### src/rtl/ascon_sbox_lut_loader.sv
// Boot-time bus master that writes the 32-entry Ascon S-box LUT as eight packed rows.
// Define SBOX_VERIFY_EN to compile in the masked readback (RD) verification phase.
module ascon_sbox_lut_loader #(
    parameter logic [31:0] BASE_ADDR      = 32'h0,
    parameter int unsigned TIMEOUT_CYCLES = 256
) (
    input  logic        clk_i,
    input  logic        rst_i,
    input  logic        start_i,
    output logic        busy_o,
    output logic        done_o,
    output logic        error_o,
    output logic        lut_valid_o,
    output logic        reg_valid_o,
    output logic        reg_write_o,
    output logic [31:0] reg_addr_o,
    output logic [31:0] reg_wdata_o,
    output logic [3:0]  reg_wstrb_o,
    input  logic        reg_ready_i,
    input  logic [31:0] reg_rdata_i,
    input  logic        reg_error_i
);

    localparam logic [2:0] S_IDLE = 3'd0;
    localparam logic [2:0] S_WR   = 3'd1;
    localparam logic [2:0] S_RD   = 3'd2;
    localparam logic [2:0] S_DONE = 3'd3;
    localparam logic [2:0] S_ERR  = 3'd4;

    // Row r holds S[4r+k] in bits [8k+4:8k]; the unused bits of each byte stay 0.
    function automatic logic [31:0] row_data(input logic [2:0] r);
        case (r)
            3'd0:    row_data = 32'h141F0B04;
            3'd1:    row_data = 32'h0209151A;
            3'd2:    row_data = 32'h1208051B;
            3'd3:    row_data = 32'h1C06031D;
            3'd4:    row_data = 32'h0E07131E;
            3'd5:    row_data = 32'h18110D00;
            3'd6:    row_data = 32'h19010C10;
            default: row_data = 32'h170F0A16;
        endcase
    endfunction

    logic [2:0]  state_q, state_d;
    logic [2:0]  row_q, row_d;
    logic [31:0] to_q, to_d;
    logic        lut_q, lut_d;

    logic beat_done;
    logic rd_mismatch;
    logic last_wr_next;

    assign busy_o    = (state_q == S_WR) || (state_q == S_RD);
    assign beat_done = busy_o && reg_ready_i;

`ifdef SBOX_VERIFY_EN
    assign rd_mismatch  = (state_q == S_RD) &&
                          ((reg_rdata_i & 32'h1F1F1F1F) != row_data(row_q));
    assign reg_write_o  = (state_q == S_WR);
    assign last_wr_next = 1'b1;
`else
    logic unused_rdata;
    assign unused_rdata = ^reg_rdata_i;
    assign rd_mismatch  = 1'b0;
    assign reg_write_o  = 1'b1;
    assign last_wr_next = 1'b0;
`endif

    // NOTE: every variable driven here gets a default first so no latch is inferred.
    always_comb begin
        state_d = state_q;
        row_d   = row_q;
        to_d    = to_q;
        lut_d   = lut_q;
        case (state_q)
            S_WR, S_RD: begin
                if (beat_done) begin
                    to_d = 32'd0;
                    if (reg_error_i || rd_mismatch) begin
                        state_d = S_ERR;
                        lut_d   = 1'b0;
                    end else begin
                        row_d = row_q + 3'd1;
                        if (row_q == 3'd7) begin
                            if (state_q == S_WR && last_wr_next) begin
                                state_d = S_RD;
                            end else begin
                                state_d = S_DONE;
                                lut_d   = 1'b1;
                            end
                        end
                    end
                end else if (TIMEOUT_CYCLES != 0 && to_q + 32'd1 == TIMEOUT_CYCLES) begin
                    state_d = S_ERR;
                    lut_d   = 1'b0;
                end else begin
                    to_d = to_q + 32'd1;
                end
            end
            default: begin
                // IDLE, DONE and ERR all accept a fresh start; DONE otherwise falls back to IDLE.
                if (start_i) begin
                    state_d = S_WR;
                    row_d   = 3'd0;
                    to_d    = 32'd0;
                    lut_d   = 1'b0;
                end else if (state_q == S_DONE) begin
                    state_d = S_IDLE;
                end
            end
        endcase
    end

    // NOTE: sequential state uses non-blocking assignments so all registers update together.
    always_ff @(posedge clk_i) begin
        if (rst_i) begin
            state_q <= S_IDLE;
            row_q   <= 3'd0;
            to_q    <= 32'd0;
            lut_q   <= 1'b0;
        end else begin
            state_q <= state_d;
            row_q   <= row_d;
            to_q    <= to_d;
            lut_q   <= lut_d;
        end
    end

    assign done_o      = (state_q == S_DONE);
    assign error_o     = (state_q == S_ERR);
    assign lut_valid_o = lut_q;
    assign reg_valid_o = busy_o;
    assign reg_addr_o  = busy_o ? (BASE_ADDR + {27'd0, row_q, 2'b00}) : 32'd0;
    assign reg_wdata_o = (state_q == S_WR) ? row_data(row_q) : 32'd0;
    assign reg_wstrb_o = (state_q == S_WR) ? 4'hF : 4'h0;

endmodule

### config.mk
export PLATFORM = sky130hd
export DESIGN_NAME = ascon_sbox_lut_loader
export DESIGN_NICKNAME = d
export VERILOG_FILES = /design/src/rtl/ascon_sbox_lut_loader.sv
export SDC_FILE = /design/constraint.sdc
export NUM_CORES = 1
export LEC_CHECK = 0
export BUFFER_PORTS_ARGS = -buffer_cell sky130_fd_sc_hd__buf_2
export CAP_MARGIN = 30
export CORE_MARGIN = 2
export CORE_UTILIZATION = 45
export CTS_CLUSTER_DIAMETER = 200
export CTS_CLUSTER_SIZE = 10
export DETAILED_ROUTE_END_ITERATION = 7
export GPL_TIMING_DRIVEN = 0
export PLACE_DENSITY = 0.72
export SETUP_SLACK_MARGIN = 0.5
export SYNTH_ARGS = -nofsm -noshare
export SYNTH_HDL_FRONTEND = slang
export SYNTH_SLANG_ARGS = --single-unit
### constraint.sdc
create_clock -name clk_i -period 7.1 [get_ports clk_i]
set_clock_uncertainty 0.2 [all_clocks]
set_input_delay 0.71 -clock clk_i [delete_from_list [all_inputs] [get_ports clk_i]]
set_output_delay 0.71 -clock clk_i [all_outputs]
set_load 0.03 [all_outputs]
==> impl_results.md <==
- Fin nets: 606
- CP required: 7150 ps
- Worst min path class: reg -> reg
- Crit-path max cell delay: 690 ps
- Fin. Hold Viols: 0
- Distinct cells, synth: 67
- Complex-gate fraction of the synthesized area: 0.187
- Fill cells: 730
- Reg-to-Reg End: to_q[7]$_SDFFE_PP0P_
- Max-Cap Viols: 0
- Synth Area in XOR/XNOR: 0.0428
- Total CTS buffers: 5
- Post-route clock period utilization: 0.602
- CTS H-tree lvls: 2
- Cells on worst reg2reg path: 9
- RePlAce Congestion: 0.887
- Worst setup margin: 2830 ps
- Antenna violations before repair: 0
- Clock root buffer: clkbuf_8
- Hold depth: 2
- Max Freq: 234 MHz
- Share of synthesized area spent on multiplexers: 0.0176
- Static leakage: 1.76 nW
- Syn Area/Cell: 7.27 sq um
- Gr usage total: 0.214
- P per Cell Area: 141 mW/mm^2
- Initial core utilization: 0.457
- Setup WS pre-CTS: 2900 ps
- Post-synth EDFFs: 0
- FF+latch count, synth: 39
- Cts repair resizes: 0
- Global-route wire length before repair: 14,800 microns
- Top Family by Delay on Critical Path: simple AND/OR/NAND/NOR gates
- Num ports: 111
- IO buf count: 36
- Routed via count: 3,679
- Area grow syn2layout: 16.6%
- Drt wl/cell: 13.9 microns
- Synth Area in Simple Gates: 0.324
- CTS tree: built
- Fraction of registers with async set/reset: 0
- Adder-cell share of the synthesized area: 0.0288
- Worst r2r src: to_q[0]$_SDFFE_PP0P_
- Hold Startpoint: to_q[10]$_SDFFE_PP0P_
- Diode count: 0
- Finish-stage setup viols: 0
- Worst skew pair latency: 310 ps
- RSZ-0062 raised after global routing: false
- Setup crit start kind: flip-flop
- Share of layout cells above drive strength 1: 0.215
- Total power: 572 uW
- Critical Path AT: 4320 ps
- CORE AREA: 0.00761 sq mm
- Reg area: 781 sq um
- Setup TNS: 0 ps
- Post-route ant nets: 0
- Largest net degree at the start of global routing: 13
- Max-slew violation count: 0
- Vias in the first global route: 3,107
- CP Max Fanout: 9
- HPWL Detailed: 6920 microns
- Status: finished clean
- DRC Markers: 0
- CTS clk-pin slew, worst paths: 90 ps
- Hold Buf Count CTS: 0
- Num Clock Sinks: 39
- Footprint of the multi-input gates: 0.00225 sq mm
- Util after Layout: 0.533
- Die H: 91.9 microns
- Clock buffer depth: 2
- Seq/Total Area, Yosys: 0.225
- Largest family of logic cells by synthesized area: simple AND/OR/NAND/NOR gates
- Rel. slew slack: 0.458
- Synth warnings: 0
- DRT Pass-1 Iters: 5
- Slew @ Worst Pin: 810 ps
- Die outline area: 0.00845 sq mm
- Max stage delay cell, worst path: nor4_4
- Worst R2R Setup Slack: 2830 ps
- Top FF cell, synth: dfxtp_1
- Setup bufs post-CTS: 0
- Hold EP: to_q[10]$_SDFFE_PP0P_
- Post-Synthesis Cells: 478
- Worst setup path category: reg -> reg
- GR Overflow Total: 0
- Rows: 32
- Post-Route WL: 9240 microns
- CP bufs+invs: 0
- Cell Area, Synth: 0.00348 sq mm
- Die Wd: 91.9 microns
- Critical-path cell list: ha_1 > nand3_1 > nor4_4 > nand4_1 > xor2_1 > or4bb_1 > nor4_1 > nand3_1 > nand4_1
- Worst setup EP type: flip-flop
- Vias/cell: 5.54
- Tmin final: 4270 ps
- DR iter-0 viols: 329
- Max rail drop VDD: 0.0914 mV
worst max-delay path by stage:
stage	depth (start not counted)	slack, ps	end	startpoint
final	9	2830	to_q[7]$_SDFFE_PP0P_	to_q[0]$_SDFFE_PP0P_
after global routing	9	2560	to_q[7]$_SDFFE_PP0P_	to_q[0]$_SDFFE_PP0P_
after CTS	9	2900	to_q[7]$_SDFFE_PP0P_	to_q[0]$_SDFFE_PP0P_
after detailed placement	9	2900	to_q[7]$_SDFFE_PP0P_	to_q[0]$_SDFFE_PP0P_
after global placement	9	2920	to_q[3]$_SDFFE_PP0P_	to_q[0]$_SDFFE_PP0P_
after floorplan	9	3750	state_q[0]$_SDFFE_PP0P_	to_q[0]$_SDFFE_PP0P_
synthesized netlist by cell type (all sizes together), types with 3 or more instances:
cell type | number | area share
buf | 62 | 0.13
nor2 | 47 | 0.053
dfxtp | 39 | 0.22
nand2 | 38 | 0.046
o21ai | 31 | 0.046
clkbuf | 27 | 0.030
nand3 | 25 | 0.036
nand4 | 19 | 0.036
a21oi | 16 | 0.023
inv | 14 | 0.015
nor3 | 14 | 0.020
xnor2 | 13 | 0.033
nor4 | 12 | 0.030
a31oi | 11 | 0.020
or4 | 9 | 0.021
ha | 8 | 0.029
o211ai | 8 | 0.017
or3 | 7 | 0.013
mux2i | 5 | 0.014
and2 | 4 | 0.0072
and4 | 4 | 0.010
nand4b | 4 | 0.010
o31ai | 4 | 0.0086
o41ai | 4 | 0.010
or2 | 4 | 0.0072
xor2 | 4 | 0.010
a211o | 3 | 0.0076
and3 | 3 | 0.0054
nand2b | 3 | 0.0054
nor2b | 3 | 0.0054
nor3b | 3 | 0.0065
o221a | 3 | 0.0097
o22ai | 3 | 0.0054
worst min-delay path, delay by kind of cell (launching register included):
family,cells,cell delay [ps]
buffers and inverters,1,60
AOI/OAI and AO/OA,1,50
DFF,1,350
cell type report:
| class | count | share of cell area |
|---|---|---|
| Buffer | 89 | 0.135 |
| Clock buffer | 6 | 0.0204 |
| Clock inverter | 2 | 0.00864 |
| Inverter | 14 | 0.0130 |
| Multi-Input combinational cell | 376 | 0.554 |
| Sequential cell | 39 | 0.193 |
| Tap cell | 102 | 0.0315 |
| Timing Repair Buffer | 36 | 0.0445 |
per-layer routing:
metal / share of wire / global-route usage / wire (microns)
met1: 0.42 / 0.272 / 3930
met2: 0.47 / 0.363 / 4310
met3: 0.083 / 0.0345 / 767
met4: 0.026 / 0.0858 / 240
met5: 0 / 0 / 0
flip-flops by register name, summed over array words and instances, names as in the netlist:
| signal | cells |
|---|---|
| lut_valid_o | 1 |
| row_q | 3 |
| to_q | 32 |
| state_q | 3 |
cells by family (layout without fill, tap and decap cells):
logic type,count (synthesis),count (layout)
xor gates and xnor gates,17,17
AOI/OAI and AO/OA,99,99
adders and majority gates,8,8
muxes,6,6
buffers and inverters,103,147
other,2,42
DFF,39,39
and+or+nand+nor,204,204
stage by stage:
step | std cells | hold slack [ps] | area (sq um)
global route | 664 | 331 | 4050
global placement | 656 | 282 | 3940
CTS | 664 | 301 | 4050
finish | 664 | 306 | 4050
detailed placement | 656 | 289 | 3940
floorplan | 518 | 267 | 3630
layout by cell type (no fill, tap or decap), types with 6 or more instances in the layout:
cell type	Yosys	routed
buf_4	54	54
nor2_1	46	46
buf_2	7	43
conb_1	2	42
dfxtp_1	39	39
nand2_1	37	37
o21ai_0	27	27
clkbuf_1	26	26
nand3_1	25	25
nand4_1	18	18
a21oi_1	16	16
inv_1	14	14
nor3_1	14	14
xnor2_1	13	13
a31oi_1	11	11
nor4_1	9	9
or4_1	8	8
o211ai_1	8	8
ha_1	8	8
or3_1	7	7
clkbuf_8	0	6
report_power, final:
part / switching, mW / leakage (nW) / internal [mW] / total (mW)
sequential: 0.00257 / 0.314 / 0.220 / 0.223
clock: 0.0888 / 0.0612 / 0.114 / 0.203
combinational: 0.102 / 1.38 / 0.0447 / 0.147
total: 0.193 / 1.76 / 0.379 / 0.572
No activity file was read; power rests on OpenSTA's default activity.
